File: src/rtl/fetch_pkg.sv
// Shared types and constants for the pipelined instruction-fetch stage.
package fetch_pkg;

    localparam int unsigned PKG_ADDR_W  = 64;
    localparam int unsigned PKG_INSTR_W = 32;

    // Bytes per instruction; the PC advances by this much per fetch.
    localparam int unsigned INSTR_BYTES = 4;

    // Clears the byte-offset bits of a PC so that fetch stays word aligned.
    localparam logic [PKG_ADDR_W-1:0] PC_ALIGN_MASK = ~(PKG_ADDR_W'(INSTR_BYTES - 1));

    // One buffered fetch result: the instruction and the PC it was fetched from.
    typedef struct packed {
        logic [PKG_ADDR_W-1:0]  pc;
        logic [PKG_INSTR_W-1:0] instr;
    } fetch_entry_t;

    function automatic logic [PKG_ADDR_W-1:0] align_pc(input logic [PKG_ADDR_W-1:0] pc);
        return pc & PC_ALIGN_MASK;
    endfunction

endpackage

File: src/rtl/fetch_queue.sv
// Small synchronous FIFO of fetch entries. Flush wins over push and pop.
module fetch_queue
    import fetch_pkg::*;
#(
    parameter int unsigned DEPTH = 4
) (
    input  logic                   clk,
    input  logic                   flush,
    input  logic                   push,
    input  fetch_entry_t           push_entry,
    input  logic                   pop,
    output fetch_entry_t           head,
    output logic [$clog2(DEPTH):0] count,
    output logic                   empty
);

    localparam int unsigned PTR_W = $clog2(DEPTH);
    localparam int unsigned CNT_W = PTR_W + 1;

    fetch_entry_t     mem_q [DEPTH];
    logic [PTR_W-1:0] wr_ptr_q, wr_ptr_d;
    logic [PTR_W-1:0] rd_ptr_q, rd_ptr_d;
    logic [CNT_W-1:0] count_q, count_d;
    logic             full;
    logic             do_push;
    logic             do_pop;

    assign full    = (count_q == CNT_W'(DEPTH));
    assign empty   = (count_q == '0);
    // The parent's credit scheme keeps push away from a full queue; the guard
    // only protects storage if that ever breaks.
    assign do_push = push && !flush && !full;
    assign do_pop  = pop && !flush && !empty;

    // Pointer and occupancy next-state; pointers wrap naturally (DEPTH is a power of two).
    always_comb begin
        wr_ptr_d = wr_ptr_q;
        rd_ptr_d = rd_ptr_q;
        count_d  = count_q;
        if (flush) begin
            wr_ptr_d = '0;
            rd_ptr_d = '0;
            count_d  = '0;
        end else begin
            if (do_push) begin
                wr_ptr_d = wr_ptr_q + PTR_W'(1);
            end
            if (do_pop) begin
                rd_ptr_d = rd_ptr_q + PTR_W'(1);
            end
            case ({do_push, do_pop})
                2'b10:   count_d = count_q + CNT_W'(1);
                2'b01:   count_d = count_q - CNT_W'(1);
                default: count_d = count_q;
            endcase
        end
    end

    // Pointer and occupancy registers.
    always_ff @(posedge clk) begin
        wr_ptr_q <= wr_ptr_d;
        rd_ptr_q <= rd_ptr_d;
        count_q  <= count_d;
    end

    // Entry storage; no reset needed since occupancy gates every read.
    always_ff @(posedge clk) begin
        if (do_push) begin
            mem_q[wr_ptr_q] <= push_entry;
        end
    end

    assign head  = mem_q[rd_ptr_q];
    assign count = count_q;

endmodule

File: src/rtl/fetch_unit.sv
// Pipelined instruction fetch: issues sequential PC requests to a variable-latency
// memory, buffers in-order responses with their PCs, and feeds decode over
// valid/ready. Redirects and resets restart fetch and discard in-flight responses.
// ADDR_W and INSTR_W must match the widths of fetch_entry_t in fetch_pkg.
module fetch_unit
    import fetch_pkg::*;
#(
    parameter int unsigned ADDR_W  = PKG_ADDR_W,
    parameter int unsigned INSTR_W = PKG_INSTR_W,
    parameter int unsigned DEPTH   = 4
) (
    input  logic               CLK,
    input  logic               reset,
    input  logic [ADDR_W-1:0]  startpc,
    input  logic               redirect_valid,
    input  logic [ADDR_W-1:0]  redirect_pc,
    output logic               imem_req_valid,
    input  logic               imem_req_ready,
    output logic [ADDR_W-1:0]  imem_req_addr,
    input  logic               imem_resp_valid,
    input  logic [INSTR_W-1:0] imem_resp_data,
    output logic               inst_valid,
    input  logic               inst_ready,
    output logic [INSTR_W-1:0] inst_data,
    output logic [ADDR_W-1:0]  inst_pc
);

    localparam int unsigned CNT_W = $clog2(DEPTH) + 1;

    logic [ADDR_W-1:0] fetch_pc_q, fetch_pc_d;
    logic [ADDR_W-1:0] resp_pc_q, resp_pc_d;
    logic [CNT_W-1:0]  outstanding_q, outstanding_d;
    logic [CNT_W-1:0]  drop_cnt_q, drop_cnt_d;

    logic [CNT_W-1:0]  q_count;
    logic              q_empty;
    logic              q_push;
    logic              q_pop;
    logic              q_flush;
    fetch_entry_t      q_push_entry;
    fetch_entry_t      q_head;

    logic [CNT_W:0]    inflight;
    logic              credit;
    logic              req_fire;
    logic              resp_drop;
    logic              resp_keep;
    logic              restart;
    logic [ADDR_W-1:0] restart_pc;

    // Queued plus outstanding requests may never exceed DEPTH, so every
    // response is guaranteed a free queue slot.
    assign inflight = {1'b0, q_count} + {1'b0, outstanding_q};
    assign credit   = (inflight < (CNT_W + 1)'(DEPTH));

    assign imem_req_valid = !reset && credit && !redirect_valid;
    assign imem_req_addr  = fetch_pc_q;
    assign req_fire       = imem_req_valid && imem_req_ready;

    assign resp_drop = imem_resp_valid && (drop_cnt_q != '0);
    assign resp_keep = imem_resp_valid && (drop_cnt_q == '0);

    // Reset and redirect share the restart path; reset takes priority.
    assign restart    = reset || redirect_valid;
    assign restart_pc = reset ? startpc : align_pc(redirect_pc);

    // Counter and PC next-state.
    always_comb begin
        outstanding_d = outstanding_q;
        if (req_fire) begin
            outstanding_d = outstanding_d + CNT_W'(1);
        end
        if (imem_resp_valid) begin
            outstanding_d = outstanding_d - CNT_W'(1);
        end

        fetch_pc_d = fetch_pc_q;
        resp_pc_d  = resp_pc_q;
        drop_cnt_d = drop_cnt_q;
        if (restart) begin
            // Every request still in flight after this cycle predates the
            // restart and must be discarded when it returns. Outstanding keeps
            // counting through reset because the memory still answers them.
            fetch_pc_d = restart_pc;
            resp_pc_d  = restart_pc;
            drop_cnt_d = outstanding_d;
        end else begin
            if (req_fire) begin
                fetch_pc_d = fetch_pc_q + ADDR_W'(INSTR_BYTES);
            end
            if (resp_keep) begin
                resp_pc_d = resp_pc_q + ADDR_W'(INSTR_BYTES);
            end
            if (resp_drop) begin
                drop_cnt_d = drop_cnt_q - CNT_W'(1);
            end
        end
    end

    // Fetch state registers; synchronous reset is folded into the restart path.
    always_ff @(posedge CLK) begin
        fetch_pc_q    <= fetch_pc_d;
        resp_pc_q     <= resp_pc_d;
        outstanding_q <= outstanding_d;
        drop_cnt_q    <= drop_cnt_d;
    end

    assign q_push             = resp_keep && !restart;
    assign q_flush            = restart;
    assign q_pop              = inst_valid && inst_ready;
    assign q_push_entry.pc    = resp_pc_q;
    assign q_push_entry.instr = imem_resp_data;

    fetch_queue #(
        .DEPTH (DEPTH)
    ) u_queue (
        .clk        (CLK),
        .flush      (q_flush),
        .push       (q_push),
        .push_entry (q_push_entry),
        .pop        (q_pop),
        .head       (q_head),
        .count      (q_count),
        .empty      (q_empty)
    );

    assign inst_valid = !reset && !q_empty;
    assign inst_data  = q_head.instr;
    assign inst_pc    = q_head.pc;

endmodule

File: config.mk
export PLATFORM = sky130hd
export DESIGN_NAME = fetch_unit
export DESIGN_NICKNAME = d
export VERILOG_FILES = /design/src/rtl/fetch_pkg.sv /design/src/rtl/fetch_queue.sv /design/src/rtl/fetch_unit.sv
export SDC_FILE = /design/constraint.sdc
export NUM_CORES = 1
export LEC_CHECK = 0
export ABC_AREA = 1
export BUFFER_PORTS_ARGS = -buffer_cell sky130_fd_sc_hd__clkbuf_2
export CAP_MARGIN = 15
export CORE_MARGIN = 2
export CORE_UTILIZATION = 58
export DETAILED_ROUTE_END_ITERATION = 8
export HOLD_SLACK_MARGIN = 0.08
export PLACE_DENSITY = 0.9
export SLEW_MARGIN = 5
export SYNTH_ARGS = -nofsm -noshare
export SYNTH_HDL_FRONTEND = slang
export SYNTH_SLANG_ARGS = --single-unit
File: constraint.sdc
create_clock -name CLK -period 7.96 [get_ports CLK]
set_clock_uncertainty 0.15 [all_clocks]
set_input_delay 0.398 -clock CLK [delete_from_list [all_inputs] [get_ports CLK]]
set_output_delay 0.398 -clock CLK [all_outputs]
set_load 0.02 [all_outputs]
==> results_dict.tcl, run 1 <==
set metrics [dict create \
    final.setup.tns_ns 0 \
    dp_hpwl_mm 50.9 \
    synthToLayoutAreaGrowth_pct 17.4 \
    period_share_pct 48.7 \
    syn-num-nets 2752 \
    grt_setup_unrepaired "false" \
    synth_seq_area_share_pct 63.3 \
    leakage_nw 11.0 \
    post-route-util_pct 69.3 \
    slew_viol_final 0 \
    syn-cell-area_um2 24800 \
    io-pin-count 328 \
    wl_per_cell_um 22.3 \
    vias 21000 \
    clk_pin_slew_ns 0.07 \
    die_h_um 211 \
    tritoncts "yes" \
    cts.htree.levels 2 \
    drv_cap 0 \
    clockBufferDepth 3 \
    die_x_um 211 \
    crit_arrival_ns 3.33 \
    synth_compound_area_share_pct 9.41 \
    period_minus_slack_ns 3.87 \
    final_common_cell "nand2_1" \
    overflow 0 \
    cp-start-kind "flip-flop" \
    initial_utilization_pct 59.0 \
    syn_inst 2572 \
    portBuffers 325 \
    ir_worst_vdd_v 0.000187 \
    hold_buffers 52 \
    syn_avg_cell_area_um2 9.65 \
    tightest_slew_ns 1.13 \
    clk_latency_ns 0.62 \
    drive_gt1_share_pct 16.5 \
    yosys.cell_types.count 32 \
    core_um2 42000 \
    cp-end-kind "primary output" \
    hold_viol 0 \
    post-cts-setup-buffer-count 0 \
    relSlewSlack_pct 24.5 \
    remaining_drc_errors 0 \
    grt_pass1_wl_mm 115 \
    wl_mm 78.2 \
    required_ns 7.41 \
    antenna_found_initial 1 \
    grt_start_max_net_pins 182 \
    placed_cells 3356 \
    place_ws_ns 3.72 \
    setup_ws_ns 4.09 \
    power_density_nw_per_um2 223 \
    final_cell_mix "608 x nand2_1, 573 x nor2_1, 515 x edfxtp_1, 325 x clkbuf_2, 306 x o21ai_0" \
    worstHoldPathType "in2reg" \
    cts_resized 0 \
    fillers 3020 \
    hold_path_depth 3 \
    die_area_um2 44400 \
    dr.first_iter.drc_count 2811 \
    numCtsBuffers 52 \
    seq_area_um2 15700 \
    cts_root_buffer "clkbuf_16" \
    first_pass_iters 6 \
    grtUsageTotal_pct 34.7 \
    viasPerCell 5.99 \
    grt_pass1_vias 20500 \
    crit_type "reg2out" \
    gp_congestion 0.944 \
    cts_sinks 527 \
    r2r_cells 9 \
    ant_nets 0 \
    yosys.area_share.simple_pct 21.6 \
    max_freq_mhz 258 \
    row_count 75 \
    multi_input_area_um2 8290 \
    synth_warnings 0 \
    synth_xor_area_share_pct 1.55 \
    status "finished, final reports clean" \
    critPathMaxFanout 120 \
    final_cells 3507 \
    finalSetupViolations 0 \
    synth_seq_cells 527 \
    synthAdderAreaFrac_pct 0.736 \
    fin_nets 3105 \
    synth_top_family_by_area "simple AND/OR/NAND/NOR gates" \
    muxShareOfSynthArea_pct 0 \
]
==> worst max-delay path: stages, from the launching register on <==
cell and delay [ns]:
dfxtp_4 0.36, inv_4 0.79, buf_4 0.71, o21ai_0 0.21, o22ai_1 0.31, clkbuf_2 0.23
==> Yosys cell counts (all sizes together) <==
| master | n | area (µm²) |
|---|---|---|
| inv | 118 | 443 |
| nand2 | 626 | 2390 |
| and2 | 4 | 25.0 |
| a21oi | 15 | 75.1 |
| xnor2 | 36 | 315 |
| nor2 | 611 | 2420 |
| nor3 | 12 | 71.3 |
| fa | 1 | 20.0 |
| clkbuf | 69 | 269 |
| nand4 | 27 | 169 |
| o22ai | 96 | 601 |
| ha | 13 | 163 |
| nand3b | 1 | 7.51 |
| buf | 27 | 135 |
| a21o | 1 | 7.51 |
| o21ai | 330 | 1650 |
| edfxtp | 515 | 15500 |
| nand3 | 50 | 265 |
| dfxtp | 12 | 240 |
| xor2 | 8 | 70.1 |
==> kinds of logic after synthesis <==
family | Yosys count
AND/OR/NAND/NOR | 1331
AO/OA/AOI/OAI | 442
XOR/XNOR | 44
flip-flops | 527
adder cells (fa/ha/maj) | 14
buffers and inverters | 214
==> layout make-up <==
cell class | instances | share of cell area [%]
Clock buffer | 58 | 4.55
Antenna cell | 1 | 0.00859
Sequential cell | 527 | 53.9
Inverter | 118 | 1.53
Tap cell | 539 | 2.32
Timing Repair Buffer | 395 | 7.99
Multi-Input combinational cell | 1831 | 28.5
Clock inverter | 38 | 1.19
==> path summary, 6_finish.rpt <==
path	slack (ns)	startpoint	endpoint
setup / recovery	4.09	flip-flop	inst_pc[54]
hold / removal	0.11	startpc[19]	imem_req_addr[19]
setup reg to reg	4.32	drop_cnt_q[0]	u_queue.mem_q[1][0]
hold reg to reg	0.33	u_queue.rd_ptr_q[1]	flip-flop
==> report_power, final <==
group	internal (W)	switching, W	leakage [nW]
sequential	0.00322	0.000206	4.90
clock	0.00132	0.00111	0.810
combinational	0.000216	0.000428	5.25
total	0.00476	0.00174	11.0
==> metal layers <==
layer  up-vias  wire, µm  global-route usage, %  share of wire [%]
li1       9488         -                      -                  -
met1      9891     28500                   43.6                 37
met2      1387     37700                   59.3                 48
met3       249      7770                   5.22                9.9
met4         0      4150                   16.8                5.3
met5         -         0                      0                  0
==> sequential cells by signal (all words and copies together), names as in the netlist, named ones only <==
register,cells
u_queue.count,3
outstanding_q,3
imem_req_addr,64
u_queue.rd_ptr_q,2
resp_pc_q,64
drop_cnt_q,3
u_queue.mem_q,384
u_queue.wr_ptr_q,2
==> through the flow <==
step	cell area, µm²	power [W]	hold WS [ns]
floorplan	24800	0.00377	0.286
global placement	26900	0.00405	0.290
detailed placement	26900	0.00407	0.317
CTS	29100	0.00645	0.0801
global route	29100	0.00668	0.108
finish	29100	0.00650	0.106
No activity file was read; power rests on OpenSTA's default activity.
==> inputs of run 2 (changes only) <==
ABC_AREA = 0   (was 1)
CORE_UTILIZATION = 52   (was 58)
PLACE_DENSITY = 0.86   (was 0.9)
clock period = 3.2 ns   (was 7.96 ns; I/O delays follow)
==> results_dict.tcl, run 2 <==
set metrics [dict create \
    yosysTopAreaCellShare_pct 68.2 \
    syn-cell-area_um2 22700 \
    ir_worst_vdd_v 0.000429 \
    clk_latency_ns 0.60 \
    vias 16400 \
    yosysMostFrequentCell "edfxtp_1" \
    crit_end "imem_req_addr[40]" \
    numCtsBuffers 53 \
    row_count 76 \
    synth_seq_area_share_pct 69.3 \
    seq_area_um2 15700 \
    drv_cap 0 \
    slew_viol_final 0 \
    required_ns 3.52 \
    crit_type "in2reg" \
    cp.depth 10 \
    dp_hpwl_mm 40.3 \
    grtUsageTotal_pct 30.1 \
    placed_cells 2325 \
    final_common_cell "edfxtp_1" \
    initial_utilization_pct 52.6 \
    tritoncts "yes" \
    synth_seq_cells 527 \
    ant_nets 0 \
    grt_pass1_vias 16500 \
    grt_start_max_net_pins 58 \
    cp-start-kind "input port" \
    critPathMaxStageDelay_ns 0.57 \
    final.setup.tns_ns 0 \
    post-route-util_pct 67.8 \
    hold_viol 0 \
    syn_avg_cell_area_um2 15.9 \
    synthArstFlopShare_pct 0 \
    dpl-instance-area_um2 25300 \
    drive_gt1_share_pct 29.7 \
    crit_arrival_ns 3.44 \
    fillers 2662 \
    worstHoldPathType "in2reg" \
    seqPwrFrac_pct 51.0 \
    viasPerCell 6.23 \
    largest_reg_flops 384 \
    cp-end-kind "flip-flop" \
    leakage_nw 10.2 \
    die_x_um 213 \
    r2r_slack_ns 0.08 \
    overflow 0 \
    cp-startpoint "reset" \
    first_pass_iters 7 \
    clockBufferDepth 3 \
    synthToLayoutAreaGrowth_pct 28.8 \
    final_cells 2632 \
    synth_edf_count 515 \
    final_cell_area_um2 29200 \
    synth-main-ff-cell "edfxtp_1" \
    synthTopCellsByArea "edfxtp_1 68%, mux4_2 9.5%, xnor2_1 3.1%" \
    top_register "u_queue.mem_q" \
    portBuffers 325 \
    gp_congestion 0.935 \
    cts_root_buffer "clkbuf_16" \
    status "finished, final reports clean" \
    cp_cell_sequence "dlygate4sd3_1 -> clkbuf_2 -> buf_4 -> inv_2 -> buf_4 -> o21ai_0 -> o2bb2a_1 -> dlygate4sd3_1 -> o21ai_0 -> dlygate4sd3_1" \
    switchingPower_w 0.00400 \
    critPathBufInv 7 \
    r2r_end "imem_req_addr[44]" \
    grt_pass1_wl_mm 101 \
    wl_per_cell_um 25.9 \
    die_area_um2 45300 \
    synth_top_area_cell "edfxtp_1" \
    path_delay_family "buffers and inverters" \
    fin_nets 2183 \
    clk_pin_slew_ns 0.07 \
    antenna_found_initial 3 \
    cpMostUsedCell "dlygate4sd3_1" \
    cts_sinks 527 \
    finalSetupViolations 0 \
    crit_slowest_cell "dlygate4sd3_1" \
    period_minus_slack_ns 3.12 \
    syn_inst 1426 \
    r2r_cells 10 \
    final_cell_mix "515 x edfxtp_1, 325 x clkbuf_2, 199 x dlygate4sd3_1, 115 x nand2_1, 96 x mux4_2" \
    period_share_pct 97.5 \
    tightest_slew_ns 0.897 \
    critPathMaxFanout 25 \
    max_freq_mhz 321 \
    die_h_um 213 \
    power_density_nw_per_um2 564 \
    multi_input_area_um2 6610 \
    syn-num-nets 1606 \
    wl_mm 68.1 \
    worstReg2RegStart "imem_req_addr[2]" \
    internal-power_w 0.0125 \
    remaining_drc_errors 0 \
    synth_warnings 0 \
    cts.htree.levels 2 \
    core_um2 43100 \
    p_comb_share_pct 10.3 \
    io-pin-count 328 \
    power.share.switching_pct 24.3 \
    synthTopCellsByCount "515 x edfxtp_1, 117 x nand2_1, 96 x mux4_2, 80 x xnor2_1, 78 x o21ai_0" \
    yosys.cell_types.count 54 \
    relSlewSlack_pct 39.7 \
    dr.first_iter.drc_count 2265 \
    p_clk_share_pct 38.7 \
]
run 2: cell count changes after synthesis, sizes merged, moves of 44 or more:
cell	delta
xnor2	+44
nand2	-509
o21ai	-246
o22ai	-75
inv	-90
nor2	-558
a21oi	+47
mux4	+96
run 2: timing repair:
item	in CTS	in global routing
endpoints found under the hold margin	270	0
endpoints found under the setup margin	0	7
hold buffers	199	0
gates resized for setup	0	3
setup buffers	0	9
run 2: kinds of logic (layout without fill, tap and decap cells):
| logic type | Yosys count | in the layout | share of synthesized area [%] |
|---|---|---|---|
| multiplexers | 100 | 100 | 9.72 |
| other | 0 | 3 | 0 |
| flip-flops | 527 | 527 | 69.3 |
| buffers and inverters | 96 | 714 | 1.72 |
| AND/OR/NAND/NOR | 350 | 350 | 8.24 |
| AO/OA/AOI/OAI | 217 | 217 | 5.51 |
| XOR/XNOR | 122 | 122 | 4.71 |
| adder cells (fa/ha/maj) | 14 | 14 | 0.806 |
run 2: how the worst min path moves through the flow:
stage | from | to | depth (start not counted)
after floorplan | imem_resp_data[0] | u_queue.mem_q[0][0] | 0
after global placement | imem_resp_data[25] | u_queue.mem_q[3][25] | 1
after detailed placement | imem_resp_data[13] | u_queue.mem_q[1][13] | 1
after CTS | imem_resp_data[25] | u_queue.mem_q[3][25] | 2
after global routing | imem_resp_data[13] | u_queue.mem_q[3][13] | 2
final | imem_resp_data[20] | u_queue.mem_q[0][20] | 2
run 2: power by group through the flow:
| stage | registers (W) | logic, W | clock network, W |
|---|---|---|---|
| after floorplan | 0.00851 | 0.000672 | 0 |
| after global placement | 0.00846 | 0.00129 | 0 |
| after detailed placement | 0.00850 | 0.00133 | 0 |
| after CTS | 0.00836 | 0.00158 | 0.00640 |
| after global routing | 0.00843 | 0.00179 | 0.00668 |
| final | 0.00840 | 0.00169 | 0.00636 |
run 2: layout make-up:
| type | count | area share, % |
|---|---|---|
| Sequential cell | 527 | 53.8 |
| Multi-Input combinational cell | 803 | 22.6 |
| Timing Repair Buffer | 587 | 14.6 |
| Clock buffer | 66 | 4.78 |
| Tap cell | 585 | 2.51 |
| Clock inverter | 30 | 1.28 |
| Inverter | 31 | 0.399 |
| Antenna cell | 3 | 0.0257 |
run 2: stage by stage:
stage | setup slack, ns | hold WS (ns) | power, W
after floorplan | -0.114 | 0.109 | 0.00918
after global placement | 0.466 | 0.223 | 0.00975
after detailed placement | 0.389 | 0.234 | 0.00983
after CTS | 0.0779 | 0.157 | 0.0163
after global routing | -0.0529 | 0.182 | 0.0169
final | 0.0799 | 0.193 | 0.0165
run 2: per-layer routing:
metal,vias to the layer above,GRT usage (%),part of all wire (%)
met5,-,0,0.022
met4,2,14.1,5.5
met3,316,8.19,12
met2,1382,48.4,47
met1,7937,38.3,35
li1,6761,-,-
==> inputs of run 3 (changes only) <==
CORE_UTILIZATION = 62   (was 52)
PLACE_DENSITY = 0.95   (was 0.86)
clock period = 4 ns   (was 3.2 ns; I/O delays follow)
==> results_dict.tcl, run 3 (synthesis gave the netlist of run 2 again) <==
set metrics [dict create \
    dpl-instance-area_um2 25000 \
    die_h_um 195 \
    io-pin-count 328 \
    tritoncts "yes" \
    leakage_nw 9.97 \
    gp_congestion 0.934 \
    post-route-util_pct 78.6 \
    final.setup.tns_ns 0 \
    cp-start-kind "input port" \
    wl_mm 68.5 \
    top_register "u_queue.mem_q" \
    clockBufferDepth 3 \
    dr.first_iter.drc_count 2527 \
    ir_worst_vdd_v 0.000374 \
    period_minus_slack_ns 3.85 \
    die_x_um 195 \
    wl_per_cell_um 27.6 \
    ant_nets 0 \
    post-cts-setup-buffer-count 0 \
    cts.htree.levels 2 \
    grt_start_max_net_pins 66 \
    tightest_slew_ns 1.14 \
    overflow 0 \
    grt_pass1_vias 16700 \
    clk_latency_ns 0.59 \
    final_cell_mix "515 x edfxtp_1, 325 x clkbuf_2, 199 x dlygate4sd3_1, 115 x nand2_1, 96 x mux4_2" \
    vias 16800 \
    grt_pass1_wl_mm 102 \
    initial_utilization_pct 62.4 \
    row_count 70 \
    dp_hpwl_mm 37.7 \
    die_area_um2 38100 \
    multi_input_area_um2 6590 \
    cts_sinks 527 \
    first_pass_iters 9 \
    fillers 1775 \
    clk_pin_slew_ns 0.08 \
    core_um2 36300 \
    grtUsageTotal_pct 36.1 \
    max_freq_mhz 260 \
    drv_cap 0 \
    crit_type "in2reg" \
    seq_area_um2 15700 \
    drive_gt1_share_pct 28.2 \
    cp-end-kind "flip-flop" \
    hold_viol 0 \
    antenna_found_initial 8 \
    grt_setup_unrepaired "false" \
    largest_reg_flops 384 \
    worstHoldPathType "in2reg" \
    portBuffers 325 \
    cts_root_buffer "clkbuf_16" \
    period_share_pct 96.3 \
    fin_nets 2154 \
    final_cell_area_um2 28600 \
    synthToLayoutAreaGrowth_pct 26.0 \
    relSlewSlack_pct 24.1 \
    slew_viol_final 0 \
    power_density_nw_per_um2 445 \
    finalSetupViolations 0 \
    numCtsBuffers 51 \
    crit_arrival_ns 4.17 \
    status "finished, final reports clean" \
    viasPerCell 6.74 \
    final_common_cell "edfxtp_1" \
    critPathMaxFanout 55 \
    required_ns 4.31 \
    remaining_drc_errors 0 \
]
-- run 3: stage by stage --
stage,hold WS (ns),total power [W],std cells,worst slack (ns)
6_report,0.226,0.0127,2486,0.147
5_1_grt,0.229,0.0130,2482,0.0258
4_1_cts,0.200,0.0125,2481,0.441
3_5_place_dp,0.275,0.00785,2190,0.963
3_3_place_gp,0.264,0.00777,2190,1.01
2_1_floorplan,0.149,0.00735,1426,0.242
-- run 3: power breakdown --
| part | leakage [nW] | switching [W] | internal, W | total, W |
|---|---|---|---|---|
| Combinational | 4.31 | 0.000770 | 0.000558 | 0.00133 |
| Sequential | 4.89 | 0.000360 | 0.00639 | 0.00675 |
| Clock | 0.775 | 0.00208 | 0.00255 | 0.00463 |
| Total | 9.97 | 0.00321 | 0.00951 | 0.0127 |
-- run 3: layout make-up --
class                           count  area share (%)
Antenna cell                        5          0.0438
Clock buffer                       63            4.63
Clock inverter                     29           0.898
Inverter                           31           0.407
Multi-Input combinational cell    803            23.1
Sequential cell                   527            55.0
Tap cell                          468            2.05
Timing Repair Buffer              560            13.9
-- run 3: repair_timing --
action                     4_1_cts  5_1_grt
hold buffers                   199        0
hold endpoints to repair       271        0
resized for setup                0        0
setup endpoints to repair        0        0
-- run 3: worst paths after layout --
kind | startpoint | end | slack, ns | cells after the start
setup / recovery | reset | resp_pc_q[61] | 0.15 | 9
hold / removal | imem_resp_data[29] | u_queue.mem_q[0][29] | 0.23 | 2
hold reg to reg | resp_pc_q[1] | u_queue.mem_q[3][33] | 0.38 | 0
setup reg to reg | resp_pc_q[11] | resp_pc_q[26] | 0.28 | 7
-- run 3: layer usage --
layer | track usage (%) | vias up | part of all wire [%]
li1 | - | 6701 | -
met1 | 45.9 | 7900 | 33
met2 | 55.3 | 1663 | 45
met3 | 11.7 | 481 | 14
met4 | 20.9 | 6 | 7.8
met5 | 0 | - | 0.058
-- run 3: critical path: stages --
cell,delay (ns)
dlygate4sd3_1,0.53
clkbuf_2,0.14
buf_4,0.62
clkinv_1,0.23
nand2_1,0.88
o22ai_1,0.21
dlygate4sd3_1,0.66
a21oi_1,0.12
dlygate4sd3_1,0.56
